File: config.mk
export PLATFORM = sky130hd
export DESIGN_NAME = bp_cfg_responder
export DESIGN_NICKNAME = d
export VERILOG_FILES = /design/src/rtl/bp_cfg_responder_pkg.sv /design/src/rtl/bp_cfg_decode.sv /design/src/rtl/bp_cfg_responder.sv
export SDC_FILE = /design/constraint.sdc
export NUM_CORES = 1
export LEC_CHECK = 0
export ABC_AREA = 1
export CORE_MARGIN = 5
export CORE_UTILIZATION = 37
export DETAILED_ROUTE_END_ITERATION = 16
export GPL_TIMING_DRIVEN = 0
export PLACE_DENSITY = 0.95
export SETUP_SLACK_MARGIN = 0.4
export SYNTH_ARGS = -nofsm -noshare
export SYNTH_HDL_FRONTEND = slang
export SYNTH_SLANG_ARGS = --single-unit
export TNS_END_PERCENT = 30
File: constraint.sdc
create_clock -name clk_i -period 2.3 [get_ports clk_i]
set_input_delay 0.46 -clock clk_i [delete_from_list [all_inputs] [get_ports clk_i]]
set_output_delay 0.46 -clock clk_i [all_outputs]
set_load 0.005 [all_outputs]
File: src/rtl/bp_cfg_responder_pkg.sv
// Shared types and address map for the per-tile configuration responder.
package bp_cfg_responder_pkg;

  localparam logic [15:0] cfg_addr_freeze     = 16'h0001;
  localparam logic [15:0] cfg_addr_core_id    = 16'h0002;
  localparam logic [15:0] cfg_addr_icache     = 16'h0004;
  localparam logic [15:0] cfg_addr_dcache     = 16'h0005;
  localparam logic [15:0] cfg_addr_cce_mode   = 16'h0006;
  localparam logic [15:0] cfg_addr_ucode_base = 16'h8000;

  typedef enum logic [1:0] {
    e_lce_mode_uncached = 2'd0,
    e_lce_mode_normal   = 2'd1,
    e_lce_mode_nonspec  = 2'd2
  } bp_lce_mode_e;

  typedef enum logic [2:0] {
    e_sel_none,
    e_sel_freeze,
    e_sel_core_id,
    e_sel_icache,
    e_sel_dcache,
    e_sel_cce,
    e_sel_ucode
  } bp_cfg_sel_e;

  typedef enum logic {
    e_ready,
    e_ucode_wait
  } bp_cfg_state_e;

  typedef struct packed {
    logic         freeze;
    bp_lce_mode_e icache_mode;
    bp_lce_mode_e dcache_mode;
    logic         cce_mode;
  } bp_cfg_s;

endpackage

File: src/rtl/bp_cfg_decode.sv
// Combinational core-id match and address decode for one configuration command.
module bp_cfg_decode
  import bp_cfg_responder_pkg::*;
#(
  parameter int unsigned cfg_core_width_p        = 8,
  parameter int unsigned cfg_addr_width_p        = 16,
  parameter int unsigned core_id_p               = 0,
  parameter int unsigned num_cce_instr_ram_els_p = 256
) (
  input  logic                                       cfg_w_i,
  input  logic [cfg_core_width_p-1:0]                cfg_core_i,
  input  logic [cfg_addr_width_p-1:0]                cfg_addr_i,
  output logic                                       match_c,
  output bp_cfg_sel_e                                sel_c,
  output logic [$clog2(num_cce_instr_ram_els_p)-1:0] ucode_idx_c
);

  localparam int unsigned ucode_aw_lp = $clog2(num_cce_instr_ram_els_p);
  localparam logic [cfg_addr_width_p-1:0] ucode_base_lp = cfg_addr_width_p'(cfg_addr_ucode_base);

  logic bcast;
  logic ucode_hit;

  // Broadcast only applies to writes; a broadcast read would collide on the response bus.
  always_comb begin
    bcast       = (cfg_core_i == '1);
    match_c     = (cfg_core_i == cfg_core_width_p'(core_id_p)) | (bcast & cfg_w_i);
    ucode_hit   = (cfg_addr_i[cfg_addr_width_p-1:ucode_aw_lp] == ucode_base_lp[cfg_addr_width_p-1:ucode_aw_lp]);
    ucode_idx_c = cfg_addr_i[ucode_aw_lp-1:0];
    sel_c       = e_sel_none;
    case (cfg_addr_i)
      cfg_addr_width_p'(cfg_addr_freeze):   sel_c = e_sel_freeze;
      cfg_addr_width_p'(cfg_addr_core_id):  sel_c = e_sel_core_id;
      cfg_addr_width_p'(cfg_addr_icache):   sel_c = e_sel_icache;
      cfg_addr_width_p'(cfg_addr_dcache):   sel_c = e_sel_dcache;
      cfg_addr_width_p'(cfg_addr_cce_mode): sel_c = e_sel_cce;
      default:                              sel_c = e_sel_none;
    endcase
    if (ucode_hit) sel_c = e_sel_ucode;
  end

endmodule

File: src/rtl/bp_cfg_responder.sv
// Per-tile configuration responder: tile config registers, microcode RAM front, single-entry read response.
module bp_cfg_responder
  import bp_cfg_responder_pkg::*;
#(
  parameter int unsigned cfg_core_width_p        = 8,
  parameter int unsigned cfg_addr_width_p        = 16,
  parameter int unsigned cfg_data_width_p        = 32,
  parameter int unsigned core_id_p               = 0,
  parameter int unsigned num_cce_instr_ram_els_p = 256
) (
  input  logic                                       clk_i,
  input  logic                                       reset_n_i,
  input  logic                                       cfg_v_i,
  output logic                                       cfg_ready_o,
  input  logic                                       cfg_w_i,
  input  logic [cfg_core_width_p-1:0]                cfg_core_i,
  input  logic [cfg_addr_width_p-1:0]                cfg_addr_i,
  input  logic [cfg_data_width_p-1:0]                cfg_data_i,
  output logic                                       resp_v_o,
  output logic [cfg_data_width_p-1:0]                resp_data_o,
  input  logic                                       resp_yumi_i,
  output logic                                       freeze_o,
  output logic [1:0]                                 icache_mode_o,
  output logic [1:0]                                 dcache_mode_o,
  output logic                                       cce_mode_o,
  output logic                                       ucode_v_o,
  output logic                                       ucode_w_o,
  output logic [$clog2(num_cce_instr_ram_els_p)-1:0] ucode_addr_o,
  output logic [cfg_data_width_p-1:0]                ucode_data_o,
  input  logic [cfg_data_width_p-1:0]                ucode_data_i
);

  bp_cfg_state_e               state_q, state_d;
  bp_cfg_s                     cfg_q, cfg_d;
  logic                        resp_v_q, resp_v_d;
  logic [cfg_data_width_p-1:0] resp_data_q, resp_data_d;
  logic [cfg_data_width_p-1:0] rd_data_c;
  logic                        match_c, accept_c, wr_c, rd_c;
  bp_cfg_sel_e                 sel_c;

  bp_cfg_decode #(
    .cfg_core_width_p       (cfg_core_width_p),
    .cfg_addr_width_p       (cfg_addr_width_p),
    .core_id_p              (core_id_p),
    .num_cce_instr_ram_els_p(num_cce_instr_ram_els_p)
  ) u_decode (
    .cfg_w_i    (cfg_w_i),
    .cfg_core_i (cfg_core_i),
    .cfg_addr_i (cfg_addr_i),
    .match_c    (match_c),
    .sel_c      (sel_c),
    .ucode_idx_c(ucode_addr_o)
  );

  always_ff @(posedge clk_i or negedge reset_n_i) begin
    if (!reset_n_i) begin
      state_q     <= e_ready;
      cfg_q       <= '{freeze: 1'b1, icache_mode: e_lce_mode_uncached,
                       dcache_mode: e_lce_mode_uncached, cce_mode: 1'b0};
      resp_v_q    <= 1'b0;
      resp_data_q <= '0;
    end else begin
      state_q     <= state_d;
      cfg_q       <= cfg_d;
      resp_v_q    <= resp_v_d;
      resp_data_q <= resp_data_d;
    end
  end

  always_comb begin
    state_d     = state_q;
    cfg_d       = cfg_q;
    resp_v_d    = resp_v_q;
    resp_data_d = resp_data_q;
    ucode_v_o   = 1'b0;
    ucode_w_o   = 1'b0;
    rd_data_c   = '0;

    cfg_ready_o = (state_q == e_ready) & ~resp_v_q;
    accept_c    = cfg_v_i & cfg_ready_o;
    wr_c        = accept_c & match_c & cfg_w_i;
    rd_c        = accept_c & match_c & ~cfg_w_i;

    case (sel_c)
      e_sel_freeze:  rd_data_c = cfg_data_width_p'(cfg_q.freeze);
      e_sel_core_id: rd_data_c = cfg_data_width_p'(core_id_p);
      e_sel_icache:  rd_data_c = cfg_data_width_p'(cfg_q.icache_mode);
      e_sel_dcache:  rd_data_c = cfg_data_width_p'(cfg_q.dcache_mode);
      e_sel_cce:     rd_data_c = cfg_data_width_p'(cfg_q.cce_mode);
      default:       rd_data_c = '0;
    endcase

    if (resp_v_q & resp_yumi_i) resp_v_d = 1'b0;

    case (state_q)
      e_ready: begin
        if (wr_c) begin
          case (sel_c)
            e_sel_freeze: cfg_d.freeze      = cfg_data_i[0];
            e_sel_icache: cfg_d.icache_mode = bp_lce_mode_e'(cfg_data_i[1:0]);
            e_sel_dcache: cfg_d.dcache_mode = bp_lce_mode_e'(cfg_data_i[1:0]);
            e_sel_cce:    cfg_d.cce_mode    = cfg_data_i[0];
            e_sel_ucode: begin
              ucode_v_o = 1'b1;
              ucode_w_o = 1'b1;
            end
            default: ;
          endcase
        end
        // Microcode reads take one extra cycle for the synchronous RAM.
        if (rd_c) begin
          if (sel_c == e_sel_ucode) begin
            ucode_v_o = 1'b1;
            state_d   = e_ucode_wait;
          end else begin
            resp_v_d    = 1'b1;
            resp_data_d = rd_data_c;
          end
        end
      end
      e_ucode_wait: begin
        resp_v_d    = 1'b1;
        resp_data_d = ucode_data_i;
        state_d     = e_ready;
      end
      default: state_d = e_ready;
    endcase
  end

  assign ucode_data_o  = cfg_data_i;
  assign resp_v_o      = resp_v_q;
  assign resp_data_o   = resp_data_q;
  assign freeze_o      = cfg_q.freeze;
  assign icache_mode_o = cfg_q.icache_mode;
  assign dcache_mode_o = cfg_q.dcache_mode;
  assign cce_mode_o    = cfg_q.cce_mode;

endmodule

==> summary.md <==
| Metric | Value |
|---|---|
| Outcome | `complete, no violations` |
| Commonest non-fill, non-tap cell in the layout | `nand2_1` |
| # rows | `28` |
| Post-synth ARST share | `100%` |
| Sequential-to-total area share from yosys stat | `43.8%` |
| Critical path data required time | `1.84 ns` |
| Area occupied by multi-input gates | `892 µm²` |
| Compound-Gate Fraction of Synth Area | `3.23%` |
| Post-DP HPWL | `5930 µm` |
| Commonest non-fill, non-tap cells in the layout | `nand2_1 (120), clkdlybuf4s50_1 (114), buf_4 (58)` |
| CP Class | `in -> out` |
| Global router's overall resource usage | `18.9%` |
| Global-route wire length before repair | `11600 µm` |
| Prevailing post-synth register cell | `dfrtp_1` |
| Post-synthesis mux area share | `0%` |
| Critical Path Source Type | `primary input` |
| CP Cell Sequence | `clkdlybuf4s50_1 -> buf_4 -> clkdlybuf4s50_1` |
| Actual slew at the worst max-slew pin | `0.885 ns` |
| Post-Syn Area | `2290 µm²` |
| GRT Residual Overflow | `0` |
| Distinct cells, synth | `25` |
| DIE AREA | `7850 µm²` |
| Wirelength per Cell | `14.1 µm` |
| RSZ-0062 raised after global routing | `true` |
| Clk Latency, worst-skew pair | `0.29 ns` |
| Post-Syn Area per Cell | `7.68 µm²` |
| Worst setup EP type | `primary output` |
| Final Util | `70.3%` |
| Starting Density | `38.4%` |
| Number of detailed-route iterations in the first pass | `5` |
| Synthesized-area fraction occupied by adder cells | `0%` |
| Xor/xnor cell area share of the yosys netlist | `0%` |
| HP Class | `in -> async` |
| Final Setup Violations | `0` |
| Post-route ant nets | `0` |
| PortBufs | `144` |
| Clock buffer count from CTS | `5` |
| Simple logic cell fraction of the synthesized area | `33.4%` |
| Vias in the first global route | `2595` |
| Hold Fails Final Rpt | `0` |
| Share of layout cells above drive strength 1 | `25.4%` |
| CTS Sinks | `40` |
| Clk pin slew, worst setup/hold paths | `0.09 ns` |
| CTS max path bufs | `2` |
| Critical-path maximum fanout | `2` |
| Initial antenna violation count | `0` |
| Root Buffer | `clkbuf_8` |
| Slowest Stage Delay on Critical Path | `0.51 ns` |
| DP Cell Count | `517` |
| Largest net degree at the start of global routing | `41` |
| Synthesized instance count | `298` |
| WL final | `7770 µm` |
| Setup Skew | `0.0114 ns` |
| Core ar. | `5960 µm²` |
| Final #Nets | `568` |
| Sequential Area | `1000 µm²` |
| Syn Nets | `391` |
| Post-synth EDFFs | `0` |
| Die height | `88.6 µm` |
| # fillers | `465` |
| Min Tclk post-route | `2.04 ns` |
| Slew HR | `41.0%` |
| Cell Count, Final, Fillers Out | `551` |
| DRC viols | `0` |
| Worst path most repeated cell | `clkdlybuf4s50_1` |
| CTS tree | `done` |
| Static leakage | `2.16 nW` |
| Ports | `175` |
| Yosys warning count | `0` |
| Slowest cell on the critical path | `clkdlybuf4s50_1` |
| DR vias | `2509` |
| IR drop worst, VDD | `0.341 mV` |
| Iteration-0 DRC count of the detailed router | `78` |
| ANT cells | `0` |
| Final period util | `88.7%` |
| Setup TNS | `0 ns` |
| Arr. time, crit path | `1.58 ns` |
| Max-slew violations | `0` |
| Max-cap violations | `0` |
| #FFs+latches synth | `40` |
| Max frequency | `490 MHz` |
| Layout Area Growth over Synthesis | `83.1%` |
| GPL Wtd Cong | `0.881` |
| Pwr per Cell Area | `362 nW/µm²` |
| Die Span X | `88.6 µm` |
| Largest family of logic cells by synthesized area | `simple AND/OR/NAND/NOR gates` |
| H-tree depth | `2` |
| Avg Vias per Cell | `4.55` |
| Hold_buf cts | `0` |
-- state kept, by name, summed over array words and instances, names as in the netlist --
signal,count
resp_data_o,32
dcache_mode_o,2
icache_mode_o,2
cce_mode_o,1
freeze_o,1
resp_v_o,1
state_q,1
-- through the flow --
step           setup WS, ns  hold slack, ns  area (µm²)  power [mW]
2_1_floorplan         0.704           0.164        2290       0.810
3_3_place_gp         -0.446           0.453        3820        1.02
3_5_place_dp         -0.485           0.458        3820        1.03
4_1_cts               0.211           0.309        4120        1.53
5_1_grt               0.179           0.345        4190        1.59
6_report              0.259           0.282        4190        1.51
-- layer usage --
| layer | share of wire, % | global-route usage (%) |
|---|---|---|
| met1 | 33 | 18.9 |
| met2 | 54 | 36.0 |
| met3 | 11 | 6.33 |
| met4 | 2.3 | 6.46 |
| met5 | 0 | 0 |
-- final timing paths --
path                                      from               to  slack, ns  cells past startpoint
worst max-delay path             cfg_addr_i[3]  ucode_addr_o[3]       0.26                      3
worst min register to register  resp_data_o[8]   resp_data_o[8]       0.48                      2
worst min-delay path                 reset_n_i   resp_data_o[2]       0.28                      1
max in group asynchronous            reset_n_i         resp_v_o       1.40                      1
worst max register to register        resp_v_o          state_q       0.34                     12
min in group clk_i                     cfg_w_i          state_q       0.45                      3
-- synth_stat cells, types with 2 or more instances --
cell type,n,area (µm²)
nor2_1,18,67.6
clkbuf_1,3,11.3
nand4_1,8,50.1
a21oi_1,3,15.0
inv_1,21,78.8
inv_2,3,11.3
o21ai_0,3,15.0
nor3_2,2,20.0
nor3_1,3,15.0
o21ai_1,2,10.0
nand2_1,123,462
nor2_4,2,22.5
nor2_2,4,25.0
a21boi_0,2,15.0
nand3_2,2,20.0
nand2_2,3,18.8
buf_4,40,300
nand3_1,8,40.0
buf_6,4,45.0
dfrtp_1,39,976
-- area by class of cell --
class,instances,area share (%)
clock buffer,6,1.97
inverter,24,2.15
sequential,40,24.0
multi-input combinational,187,21.3
buffer,47,8.52
clock inverter,2,0.329
tap,75,2.24
timing repair buffer,170,39.5
-- cells by family (layout without fill, tap and decap cells) --
| logic type | Yosys count | in the layout |
|---|---|---|
| AO/OA/AOI/OAI | 12 | 12 |
| buffers and inverters | 71 | 249 |
| flip-flops | 40 | 40 |
| AND/OR/NAND/NOR | 175 | 175 |
-- report_power, final --
group	switching, mW	leakage [nW]	internal [mW]	total (mW)
combinational	0.101	1.55	0.214	0.315
clock	0.244	0.0516	0.245	0.490
sequential	0.00254	0.553	0.707	0.710
total	0.348	2.16	1.17	1.51
-- what timing repair did --
action | in CTS | in global routing
gates resized for setup | 70 | 22
endpoints found under the setup margin | 13 | 48
pin swaps | 18 | 8
buffers inserted | 25 | 1
cloned | 0 | 0
-- worst max-delay path: cells and delay by family --
| family | cells | cell delay (ns) |
|---|---|---|
| buffers and inverters | 3 | 1.12 |
(Power assumes the default switching activity.)
